`config.mk`:
```
export PLATFORM = sky130hd
export DESIGN_NAME = uart_tx_feeder
export DESIGN_NICKNAME = d
export VERILOG_FILES = /design/src/rtl/uart_pkg.sv /design/src/rtl/uart_sync_fifo.sv /design/src/rtl/uart_tx_feeder.sv
export SDC_FILE = /design/constraint.sdc
export NUM_CORES = 1
export LEC_CHECK = 0
export CORE_ASPECT_RATIO = 1.75
export CORE_UTILIZATION = 60
export CTS_BUF_LIST = sky130_fd_sc_hd__clkbuf_4
export DETAILED_ROUTE_END_ITERATION = 8
export GPL_TIMING_DRIVEN = 1
export PLACE_DENSITY_LB_ADDON = 0.05
export SLEW_MARGIN = 25
export SYNTH_ARGS = -nofsm -noshare
export SYNTH_HDL_FRONTEND = slang
export SYNTH_SLANG_ARGS = --single-unit
```
`constraint.sdc`:
```
create_clock -name clk -period 4.8 [get_ports clk]
set_clock_uncertainty 0.2 [all_clocks]
set_input_delay 0.96 -clock clk [delete_from_list [all_inputs] [get_ports clk]]
set_output_delay 0.96 -clock clk [all_outputs]
set_load 0.01 [all_outputs]
```
`src/rtl/uart_pkg.sv`:
```
// Shared UART definitions: default byte width and the feeder controller state encoding.
package uart_pkg;

  localparam int UART_DW = 8;

  typedef enum logic [1:0] {
    FD_IDLE    = 2'd0,
    FD_LAUNCH  = 2'd1,
    FD_SENDING = 2'd2
  } feeder_state_t;

endpackage

```
`src/rtl/uart_sync_fifo.sv`:
```
// Synchronous FIFO without fall-through: head shows the oldest stored entry, pointers wrap modulo DEPTH.
module uart_sync_fifo
  import uart_pkg::*;
#(
  parameter int DEPTH = 16,
  parameter int DW    = UART_DW
) (
  input  logic                       clk,
  input  logic                       rst,
  input  logic                       flush,
  input  logic                       push,
  input  logic [DW-1:0]              din,
  input  logic                       pop,
  output logic [DW-1:0]              head,
  output logic [$clog2(DEPTH):0]     level,
  output logic                       empty,
  output logic                       full
);

  localparam int AW = $clog2(DEPTH);
  localparam int LW = AW + 1;

  logic [DW-1:0] mem [DEPTH];
  logic [AW-1:0] wptr;
  logic [AW-1:0] rptr;
  logic          push_ok;
  logic          pop_ok;

  // Flush wins over both sides so a write in the flush cycle is dropped.
  assign push_ok = push && !full && !flush;
  assign pop_ok  = pop && !empty && !flush;

  assign empty = (level == '0);
  assign full  = (level == LW'(DEPTH));
  assign head  = mem[rptr];

  always_ff @(posedge clk) begin
    if (push_ok) begin
      mem[wptr] <= din;
    end
  end

  always_ff @(posedge clk) begin
    if (rst || flush) begin
      wptr  <= '0;
      rptr  <= '0;
      level <= '0;
    end else begin
      if (push_ok) begin
        wptr <= wptr + AW'(1);
      end
      if (pop_ok) begin
        rptr <= rptr + AW'(1);
      end
      case ({push_ok, pop_ok})
        2'b10:   level <= level + LW'(1);
        2'b01:   level <= level - LW'(1);
        default: level <= level;
      endcase
    end
  end

endmodule

```
`src/rtl/uart_tx_feeder.sv`:
```
// Byte queue plus launch controller in front of the UART transmitter: holds tx_start until the
// transmitter acknowledges with tx_busy, waits for it to finish, and flags drops and stuck launches.
module uart_tx_feeder
  import uart_pkg::*;
#(
  parameter int DEPTH   = 16,
  parameter int DW      = UART_DW,
  parameter int TIMEOUT = 4096
) (
  input  logic                   clk,
  input  logic                   rst,
  input  logic                   flush,
  input  logic                   wr_valid,
  input  logic [DW-1:0]          wr_data,
  output logic                   wr_ready,
  input  logic                   tx_busy,
  output logic                   tx_start,
  output logic [DW-1:0]          tx_data,
  output logic [$clog2(DEPTH):0] level,
  output logic                   empty,
  output logic                   full,
  output logic                   overflow,
  output logic                   launch_err,
  output logic [1:0]             state_dbg
);

  // Host handshake: a byte transfers on a rising edge where wr_valid && wr_ready; wr_ready is
  // simply !full and ignores any pop happening in the same cycle.

  localparam int CW = (TIMEOUT > 2) ? $clog2(TIMEOUT) : 1;

  feeder_state_t state;
  feeder_state_t state_nxt;
  logic [CW-1:0] tcnt;
  logic [DW-1:0] head;
  logic          pop_req;
  logic          timeout_hit;

  uart_sync_fifo #(
    .DEPTH (DEPTH),
    .DW    (DW)
  ) u_fifo (
    .clk   (clk),
    .rst   (rst),
    .flush (flush),
    .push  (wr_valid),
    .din   (wr_data),
    .pop   (pop_req),
    .head  (head),
    .level (level),
    .empty (empty),
    .full  (full)
  );

  assign wr_ready    = !full;
  assign state_dbg   = state;
  assign timeout_hit = (state == FD_LAUNCH) && !tx_busy && (tcnt == CW'(TIMEOUT - 1));

  always_ff @(posedge clk) begin
    if (rst) begin
      state <= FD_IDLE;
    end else begin
      state <= state_nxt;
    end
  end

  always_comb begin
    state_nxt = FD_IDLE;
    case (state)
      FD_IDLE: begin
        state_nxt = (!empty && !tx_busy) ? FD_LAUNCH : FD_IDLE;
      end
      FD_LAUNCH: begin
        if (tx_busy) begin
          state_nxt = FD_SENDING;
        end else if (timeout_hit) begin
          state_nxt = FD_IDLE;
        end else begin
          state_nxt = FD_LAUNCH;
        end
      end
      FD_SENDING: begin
        state_nxt = tx_busy ? FD_SENDING : FD_IDLE;
      end
      default: begin
        state_nxt = FD_IDLE;
      end
    endcase
  end

  // An already busy transmitter (external launch) blocks the pop.
  always_comb begin
    tx_start = (state == FD_LAUNCH);
    pop_req  = (state == FD_IDLE) && !empty && !tx_busy;
  end

  always_ff @(posedge clk) begin
    if (rst) begin
      tx_data    <= '0;
      tcnt       <= '0;
      overflow   <= 1'b0;
      launch_err <= 1'b0;
    end else begin
      if (flush) begin
        overflow <= 1'b0;
      end else if (wr_valid && full) begin
        overflow <= 1'b1;
      end
      if (pop_req) begin
        tx_data <= head;
        tcnt    <= '0;
      end else if ((state == FD_LAUNCH) && !tx_busy && !timeout_hit) begin
        tcnt <= tcnt + CW'(1);
      end
      if (timeout_hit) begin
        launch_err <= 1'b1;
      end
    end
  end

endmodule

```
==> impl_metrics.toml, run 1 <==
[run_status]
status = "finished clean"

[cts]
cts_root_buffer = "clkbuf_4"
ctsHoldBuffers = 0
clockBufferDepth = 2
cts_tree = "built"
cts.sinks = 165
post_cts_buffers = 0
numCtsBuffers = 17
path_clk_slew_ns = 0.16
htreeDepth = 4
clk_latency_ns = 0.55
cts_resized = 0

[placed_design]
place_hpwl_um = 9080
io_buffer_count = 33
placed_cells_incl_taps = 612
place_congestion = 0.819

[die]
fp.dieW_um = 82.4
dieHeight_um = 143
die-area_um2 = 11800
initial_core_util = 0.615
ioPinCount = 34
core_area_um2 = 11000
num_rows = 51

[logic_synthesis]
ys_warn_count = 0
synth_nets = 486
synth.area.top_cells = "edfxtp_1 57%, dfxtp_1 11%, mux2i_1 6.2%, mux4_2 4.3%, a21oi_1 2.0%"
synth_common_cells = "128 x edfxtp_1, 42 x mux2i_1, 37 x dfxtp_1, 31 x nor2_1, 27 x a21oi_1"
synth_cell_type_count = 52
avgSynthCellArea_um2 = 14.7
synth_edf_count = 128
synth.largest_area_cell = "edfxtp_1"
syn_area_um2 = 6780
seq_area_frac_synth = 0.676
yosysMostFrequentCell = "edfxtp_1"
synth_top_area_share = 0.567
async_flop_share = 0
synth_ff_type = "edfxtp_1"
syn_inst = 462
ys_ff_latch = 165

[power_and_ir_drop]
peakVddDrop_mv = 0.260
power_density_nw_per_um2 = 329
leakage_nw = 2.37

[worst_setup_path]
critPathArrivalTime_ns = 2.33
critical_path_class = "register to primary output"
cp-start-kind = "register"
path_max_fanout = 6
end_kind = "primary output"
rr_worst_depth = 9
reg2reg_from = "u_fifo.level[0]"
worstReg2RegEnd = "u_fifo.level[4]"
crit_required_ns = 3.64
rrSetupSlack_ns = 1.51
critical_path.max_stage_delay_ns = 0.59
worstPathCellList = "nor4_2 > nand2_1 > inv_2 > clkdlybuf4s50_1"
cp_slowest_cell = "nor4_2"

[sta]
rsz0062_at_grt = "false"
relSlewSlack = 0.308
finalMaxSlewViolations = 0
setup_viol = 0
max_freq_mhz = 286
hold_violations = 0
finalSetupTns_ns = 0
post-route-min-period_ns = 3.49
period_share = 0.727
worst_pin_slew_ns = 1.04

[global_routing]
grt_usage = 0.248
antenna_found_initial = 1
grt.overflow.total = 0
grt_pass1_wl_um = 20200
grt_start_max_net_pins = 37
grt_pass1_vias = 3846

[routing]
firstDrtPassIters = 5
routed_wl_um = 13100
num_vias = 3898
dr.first_iter.drc_count = 184
avgRoutedWirePerCell_um = 20.3
vias_per_cell = 6.04
post-route-drc-count = 0
ant_nets = 0

[layout]
area_growth_pct = 10.9
fillers = 815
final_layout_size_suffix_gt1_frac = 0.127
final_nets = 523
final_cells = 645

[hold_path]
min_to = "launch_err"
hp-start = "launch_err"
min_path_cells = 1
worstHoldPathType = "register to register"

[job]
drv_cap = 0
## through the flow
step                      setup WS (ns)  power, W  instance area [um^2]  hold WS [ns]  utilization
after floorplan                    1.65   0.00162                  6780         0.259            -
after global placement            0.999   0.00166                  7220         0.247        0.654
after detailed placement          0.908   0.00167                  7220         0.254        0.654
after CTS                          1.24   0.00249                  7520         0.287        0.681
after global routing               1.11   0.00255                  7520         0.329        0.681
final                              1.31   0.00247                  7520         0.280        0.681
## registers in the layout, summed over array words and instances, names as in the netlist
| register | count |
|---|---|
| launch_err | 1 |
| overflow | 1 |
| state_dbg | 2 |
| tcnt | 12 |
| tx_data | 8 |
| u_fifo.level | 5 |
| u_fifo.mem | 128 |
| u_fifo.rptr | 4 |
| u_fifo.wptr | 4 |
## cell type report
class,count,area (um^2),area share
flip-flops and latches,165,4590,0.610
multi-input cells,267,2060,0.274
repair buffers,39,375,0.0499
clock inverters,14,165,0.0220
well taps,132,165,0.0220
clock buffers,18,135,0.0180
inverters,9,33.8,0.00449
diodes,1,2.50,0.000333
## critical path: cells and delay by family (launching register included)
family | cells | cell delay (ns)
buffers and inverters | 2 | 0.62
DFF | 1 | 0.42
and+or+nand+nor | 2 | 0.75
## cells in the final DEF (no fill, tap or decap), types with 6 or more instances in the layout
| cell | netlist | routed |
|---|---|---|
| a21oi_1 | 27 | 27 |
| buf_4 | 3 | 6 |
| clkbuf_4 | 0 | 18 |
| clkdlybuf4s50_1 | 0 | 33 |
| dfxtp_1 | 37 | 36 |
| edfxtp_1 | 128 | 128 |
| ha_1 | 10 | 10 |
| inv_1 | 8 | 8 |
| inv_6 | 0 | 6 |
| mux2i_1 | 42 | 42 |
| mux4_2 | 13 | 13 |
| nand2_1 | 15 | 15 |
| nand3_1 | 7 | 7 |
| nor2_1 | 31 | 31 |
| nor3_1 | 16 | 16 |
| o21ai_0 | 14 | 14 |
| o22ai_1 | 19 | 19 |
| or3_1 | 8 | 8 |
| xor2_1 | 6 | 6 |
## cells by family after synthesis
| logic type | after synthesis | share of synthesized area |
|---|---|---|
| AO/OA/AOI/OAI | 82 | 0.0749 |
| XOR/XNOR | 10 | 0.0129 |
| adder cells (fa/ha/maj) | 11 | 0.0214 |
| buffers and inverters | 30 | 0.0207 |
| flip-flops | 165 | 0.676 |
| multiplexers | 55 | 0.105 |
| AND/OR/NAND/NOR | 109 | 0.0893 |
## routing by layer
layer  global-route usage  vias up  share of wire
met2                0.415      105           0.53
met1                0.293     1903           0.39
met5                    0        -              0
met4                0.122        0          0.036
met3               0.0594       24          0.043
li1                     -     1866              -
## report_power, final
group	internal, W	total (W)	switching (W)	leakage, nW
clock	0.000331	0.000839	0.000509	0.157
sequential	0.00154	0.00155	0.00000529	1.45
combinational	0.0000323	0.0000839	0.0000516	0.765
## worst max-delay path by stage
| stage | from | end | slack, ns | depth (start not counted) |
|---|---|---|---|---|
| 2_1_floorplan | tx_busy | u_fifo.level[4] | 1.65 | 10 |
| 4_1_cts | u_fifo.level[0] | full | 1.24 | 4 |
| 3_5_place_dp | tx_busy | u_fifo.level[4] | 0.91 | 10 |
| 5_1_grt | u_fifo.level[0] | full | 1.11 | 4 |
| 6_report | u_fifo.level[0] | full | 1.31 | 4 |
| 3_3_place_gp | tx_busy | u_fifo.level[4] | 1.0 | 10 |
Power figures use the tool's default switching activity.
==> run 2, diff against run 1 <==
--- a/config.mk
+++ b/config.mk
@@ -6,7 +6,7 @@
 export NUM_CORES = 1
 export LEC_CHECK = 0
 export CORE_ASPECT_RATIO = 1.75
-export CORE_UTILIZATION = 60
+export CORE_UTILIZATION = 56
 export CTS_BUF_LIST = sky130_fd_sc_hd__clkbuf_4
 export DETAILED_ROUTE_END_ITERATION = 8
 export GPL_TIMING_DRIVEN = 1
==> constraint.sdc (replaced) <==
create_clock -name clk -period 2.95 [get_ports clk]
set_clock_uncertainty 0.2 [all_clocks]
set_input_delay 0.59 -clock clk [delete_from_list [all_inputs] [get_ports clk]]
set_output_delay 0.59 -clock clk [all_outputs]
set_load 0.01 [all_outputs]
==> run 2 against run 1 <==
Effect of this change:
- die area up 7.0%
- combinational power rose by 82%
- highest routed layer unchanged
- routed wire length up 4.6%
- total power increased by 59%
- sequential share of layout area is 2.1 points lower
- critical path depth is 5 higher
- via count increased by 4.7%
- sequential power up 63%
- cell count up 5.7%
- critical endpoint is now u_fifo.level[4]
- clock power is 50% higher
- global-route usage shrank 0.72 points
==> impl_metrics.toml, run 2 (synthesized netlist as in run 1, its figures left out) <==
[run_status]
status = "finished clean"

[worst_setup_path]
rr_worst_depth = 9
path_max_fanout = 5
path_delay_family = "simple AND/OR/NAND/NOR gates"
crit_top_cell = "mux2i_1"
crit_required_ns = 3.26
critPathArrivalTime_ns = 3.11
cp_slowest_cell = "or4_4"
rrSetupSlack_ns = 0.15
cp-start-kind = "register"
critical_path.max_stage_delay_ns = 0.60
worstPathCellList = "or4_4 > o21ai_4 > nor2_1 > ha_2 > fa_1 > a21o_1 > a21oi_1 > mux2i_1 > mux2i_1"
worstReg2RegEnd = "u_fifo.level[4]"
cp_num_buf_inv = 0
critical_path_class = "register to register"
reg2reg_from = "u_fifo.level[3]"
end_kind = "register"

[layout]
final_layout_size_suffix_gt1_frac = 0.187
final_cell_mix = "128 x edfxtp_1, 42 x mux2i_1, 38 x buf_4, 34 x dfxtp_1, 31 x nor2_1"
final_nets = 557
post-route-cell-area_um2 = 7800
final_common_cell = "edfxtp_1"
final_cells = 682
regMostFlops = "u_fifo.mem"
top_regs = "u_fifo.mem (128), tcnt (12), tx_data (8)"
largest_reg_flops = 128
area_growth_pct = 15.0
fillers = 865

[die]
die-area_um2 = 12600
num_rows = 52
core_area_um2 = 11700
dieHeight_um = 148
initial_core_util = 0.579
ioPinCount = 34
fp.dieW_um = 85.2

[cts]
cts.sinks = 165
path_clk_slew_ns = 0.15
numCtsBuffers = 17
cts_root_buffer = "clkbuf_4"
htreeDepth = 4
clockBufferDepth = 2
clk_latency_ns = 0.56
cts_tree = "built"

[sta]
period_share = 0.950
worst_pin_slew_ns = 0.749
relSlewSlack = 0.499
hold_violations = 0
rsz0062_at_grt = "false"
finalMaxSlewViolations = 0
setup_viol = 0
post-route-min-period_ns = 2.80
max_freq_mhz = 357

[power_and_ir_drop]
seqPwrFrac = 0.641
power_density_nw_per_um2 = 504
combinationalPowerShare = 0.039
p_clk_frac = 0.320
leakage_nw = 2.56
p_int_w = 0.00296
switchingPower_w = 0.000973
netSwitchingFraction = 0.247
peakVddDrop_mv = 0.358

[routing]
topRoutingLayerUsed = "met4"
route.met2.wl_um = 7450
post-route-drc-count = 0
firstDrtPassIters = 4
ant_nets = 0
dr.first_iter.drc_count = 266
routed_wl_um = 13700
avgRoutedWirePerCell_um = 20.1
wl_met1_um = 5350
num_vias = 4080
wl_met3_um = 594
vias_per_cell = 5.98

[global_routing]
grt_usage = 0.241
grt_pass1_vias = 4097
grt.overflow.total = 0
grt_start_max_net_pins = 23
antenna_found_initial = 1
grt_pass1_wl_um = 21800

[hold_path]
min_path_cells = 1
hp-start = "launch_err"
worstHoldPathType = "register to register"
min_to = "launch_err"

[placed_design]
place_hpwl_um = 9630
place_area_um2 = 7500
placed_cells_incl_taps = 648
place_congestion = 0.817
io_buffer_count = 33

[job]
drv_cap = 0
run 2: cell count changes in the layout (fill, tap and decap cells not counted), sizes merged:
cell | before | now
bufinv | 2 | 0
clkbuf | 18 | 17
dlygate4sd2 | 0 | 3
clkinv | 3 | 6
buf | 6 | 40
clkdlybuf4s50 | 33 | 30
run 2: power groups by stage:
| stage | clock [W] | sequential (W) | combinational [W] |
|---|---|---|---|
| 3_3_place_gp | 0 | 0.00257 | 0.000150 |
| 6_report | 0.00126 | 0.00252 | 0.000153 |
| 4_1_cts | 0.00129 | 0.00252 | 0.000155 |
| 3_5_place_dp | 0 | 0.00257 | 0.000154 |
| 5_1_grt | 0.00137 | 0.00252 | 0.000168 |
| 2_1_floorplan | 0 | 0.00258 | 0.0000599 |
run 2: how the worst max path moves through the flow:
stage | start | endpoint | slack (ns) | depth (start not counted)
3_5_place_dp | wr_valid | u_fifo.level[4] | -0.18 | 10
5_1_grt | u_fifo.level[3] | u_fifo.level[4] | 0.02 | 9
6_report | u_fifo.level[3] | u_fifo.level[4] | 0.15 | 9
2_1_floorplan | u_fifo.level[3] | u_fifo.level[4] | 0.04 | 10
4_1_cts | u_fifo.level[3] | u_fifo.level[4] | 0.15 | 9
3_3_place_gp | wr_valid | u_fifo.level[4] | -0.1 | 10
run 2: repair_timing:
action,CTS,global route
hold buffers,0,0
gates resized for setup,5,0
buffers inserted,1,0
endpoints found under the setup margin,3,0
run 2: through the flow:
stage                     worst slack, ns  TNS (ns)  hold WS [ns]  total power, W   util
after global placement            -0.0992   -0.0992         0.247         0.00272  0.640
final                               0.147         0         0.284         0.00393  0.666
after CTS                           0.151         0         0.292         0.00397  0.666
after floorplan                    0.0387         0         0.259         0.00264      -
after detailed placement           -0.178    -0.240         0.260         0.00273  0.640
after global routing               0.0246         0         0.315         0.00406  0.666
run 2: layout make-up:
type	instances	area [um^2]	area share
antenna	1	2.50	0.000321
clock buffer	17	128	0.0164
clock inverter	15	158	0.0202
inverter	9	33.8	0.00433
multi-input combinational	267	2070	0.265
sequential	165	4590	0.588
tap	135	169	0.0217
timing repair buffer	73	652	0.0836
run 2: layer usage:
metal	global-route usage	vias to the layer above
li1	-	1942
met1	0.279	2006
met3	0.0592	26
met4	0.0856	0
met5	0	-
met2	0.430	106
==> run 3, diff against run 2 <==
--- a/config.mk
+++ b/config.mk
@@ -5,8 +5,10 @@
 export SDC_FILE = /design/constraint.sdc
 export NUM_CORES = 1
 export LEC_CHECK = 0
+export ABC_AREA = 1
+export ABC_CLOCK_PERIOD_IN_PS = 2600
 export CORE_ASPECT_RATIO = 1.75
-export CORE_UTILIZATION = 56
+export CORE_UTILIZATION = 60
 export CTS_BUF_LIST = sky130_fd_sc_hd__clkbuf_4
 export DETAILED_ROUTE_END_ITERATION = 8
 export GPL_TIMING_DRIVEN = 1
==> constraint.sdc (replaced) <==
create_clock -name clk -period 2.6 [get_ports clk]
set_clock_uncertainty 0.2 [all_clocks]
set_input_delay 0.52 -clock clk [delete_from_list [all_inputs] [get_ports clk]]
set_output_delay 0.52 -clock clk [all_outputs]
set_load 0.01 [all_outputs]
==> run 3 against run 2 <==
Effect of this change:
- worst hold slack gained 0.022 ns
- die area grew 1.1%
- clock power grew 14%
- sequential cell count is the same
- combinational power grew 140%
- largest cell class unchanged
- highest routed layer unchanged
- sequential power grew 14%
- sequential share of layout area shrank 3.5 points
- global-route usage grew 3.2 points
- utilization grew 2.5 points
==> impl_metrics.toml, run 3 <==
[routing]
ant_nets = 0
num_vias = 5366
firstDrtPassIters = 6
dr.first_iter.drc_count = 460
avgRoutedWirePerCell_um = 15.7
routed_wl_um = 16100
vias_per_cell = 5.24
post-route-drc-count = 0

[global_routing]
grt_start_max_net_pins = 67
grt_pass1_wl_um = 25500
grt.overflow.total = 0
antenna_found_initial = 1
grt_pass1_vias = 5171
grt_usage = 0.273

[layout]
final_nets = 870
final_cell_mix = "264 x nand2_1, 128 x edfxtp_1, 96 x inv_1, 96 x nand3_1, 59 x nor2_1"
final_common_cell = "nand2_1"
area_growth_pct = 12.8
fillers = 916
regMostFlops = "u_fifo.mem"
top_regs = "u_fifo.mem (128), tcnt (12), tx_data (8)"
largest_reg_flops = 128
final_layout_size_suffix_gt1_frac = 0.0943
final_cells = 1025

[cts]
numCtsBuffers = 17
cts.sinks = 165
cts_root_buffer = "clkbuf_4"
clk_latency_ns = 0.56
clockBufferDepth = 2
htreeDepth = 4
ctsHoldBuffers = 0
post_cts_buffers = 0
cts_tree = "built"
path_clk_slew_ns = 0.15

[power_and_ir_drop]
peakVddDrop_mv = 0.389
combinationalPowerShare = 0.078
seqPwrFrac = 0.614
p_clk_frac = 0.308
totalPowerFinal_w = 0.00469
switchingPower_w = 0.00120
leakage_nw = 3.48
netSwitchingFraction = 0.255
power_density_nw_per_um2 = 566
p_int_w = 0.00350

[sta]
finalSetupTns_ns = 0
relSlewSlack = 0.503
finalMaxSlewViolations = 0
fin_worst_hold_slack_ns = 0.306
setup_ws_ns = 0.139
rsz0062_at_grt = "false"
period_share = 0.947
post-route-min-period_ns = 2.46
max_freq_mhz = 406
worst_pin_slew_ns = 0.744
hold_violations = 0
setup_viol = 0

[logic_synthesis]
synth_nets = 813
synth_ff_type = "edfxtp_1"
synth.area.top_cells = "edfxtp_1 52%, nand2_1 13%, dfxtp_1 10%, nand3_1 6.5%, inv_1 5.0%"
avgSynthCellArea_um2 = 9.32
seq_area_frac_synth = 0.624
yosysMostFrequentCell = "nand2_1"
synth_cell_type_count = 30
synth.largest_area_cell = "edfxtp_1"
async_flop_share = 0
ys_warn_count = 0
synth_top_area_share = 0.523
syn_area_um2 = 7350
synth_common_cells = "264 x nand2_1, 128 x edfxtp_1, 97 x inv_1, 96 x nand3_1, 59 x nor2_1"
ys_ff_latch = 165
syn_inst = 789
synth_edf_count = 128

[worst_setup_path]
cp-start-kind = "register"
end_kind = "primary output"
critical_path.max_stage_delay_ns = 0.57
worstPathCellList = "inv_1 > nand4_1 > clkdlybuf4s50_1"
path_delay_family = "buffers and inverters"
crit_required_ns = 1.88
path_max_fanout = 4
cp_num_buf_inv = 2
cp_slowest_cell = "clkdlybuf4s50_1"
critical_path_class = "register to primary output"
critPathArrivalTime_ns = 1.74

[die]
dieHeight_um = 148
fp.dieW_um = 85.7
core_area_um2 = 12000
ioPinCount = 34
num_rows = 53
die-area_um2 = 12700
initial_core_util = 0.613

[placed_design]
pre_cts_slack_ns = -0.180
io_buffer_count = 33
placed_cells_incl_taps = 992
place_congestion = 0.849
place_hpwl_um = 10800

[job]
drv_cap = 0

[hold_path]
worstHoldPathType = "register to register"

[run_status]
status = "finished clean"
run 3: cell count changes after synthesis, moves of 19 or more:
cell | before | now
nor2_1 | 31 | 59
nand3_1 | 7 | 96
inv_1 | 8 | 97
o22ai_1 | 19 | 0
mux2i_1 | 42 | 0
nand2_1 | 15 | 264
run 3: timing repair:
item                                    CTS  global route
gates resized for setup                   2             2
endpoints found under the setup margin    1             3
hold endpoints to repair                  0             0
run 3: path summary, 6_finish.rpt:
check	slack [ns]	to	startpoint	cells past startpoint
hold / removal	0.31	state_dbg[1]	state_dbg[0]	1
setup reg to reg	0.18	u_fifo.level[4]	u_fifo.level[1]	14
hold reg to reg	0.31	state_dbg[1]	state_dbg[0]	1
setup / recovery	0.14	wr_ready	u_fifo.level[1]	3
run 3: logic make-up (layout without fill, tap and decap cells):
| logic type | Yosys count | count (layout) | share of synthesized area |
|---|---|---|---|
| other cells | 0 | 1 | 0 |
| simple gates | 432 | 432 | 0.243 |
| xor+xnor | 13 | 13 | 0.0155 |
| fa+ha+maj | 11 | 11 | 0.0197 |
| flops | 165 | 165 | 0.624 |
| compound gates | 35 | 35 | 0.0252 |
| buf+inv | 133 | 203 | 0.0728 |
run 3: routing by layer:
| layer | vias up | track usage | wire length (um) |
|---|---|---|---|
| met5 | - | 0 | 0 |
| met4 | 0 | 0.112 | 461 |
| met3 | 33 | 0.0555 | 730 |
| met2 | 143 | 0.486 | 8700 |
| met1 | 2534 | 0.317 | 6190 |
| li1 | 2656 | - | - |
run 3: through the flow:
stage / area (um^2) / util
finish: 8300 / 0.691
global route: 8300 / 0.691
CTS: 8290 / 0.691
detailed placement: 8020 / 0.668
global placement: 8020 / 0.668
floorplan: 7350 / -
run 3: power by group through the flow:
| stage | registers, W | clock network [W] | logic, W |
|---|---|---|---|
| after global placement | 0.00294 | 0 | 0.000361 |
| after global routing | 0.00289 | 0.00158 | 0.000404 |
| final | 0.00288 | 0.00144 | 0.000367 |
| after CTS | 0.00288 | 0.00146 | 0.000370 |
| after floorplan | 0.00295 | 0 | 0.000185 |
| after detailed placement | 0.00294 | 0 | 0.000368 |
run 3: area by class of cell:
| type | count | area [um^2] | area share |
|---|---|---|---|
| inverters | 103 | 387 | 0.0466 |
| clock inverters | 15 | 146 | 0.0176 |
| diodes | 1 | 2.50 | 0.000302 |
| flip-flops and latches | 165 | 4590 | 0.553 |
| well taps | 165 | 206 | 0.0249 |
| multi-input cells | 491 | 2230 | 0.269 |
| clock buffers | 17 | 128 | 0.0154 |
| repair buffers | 68 | 607 | 0.0731 |
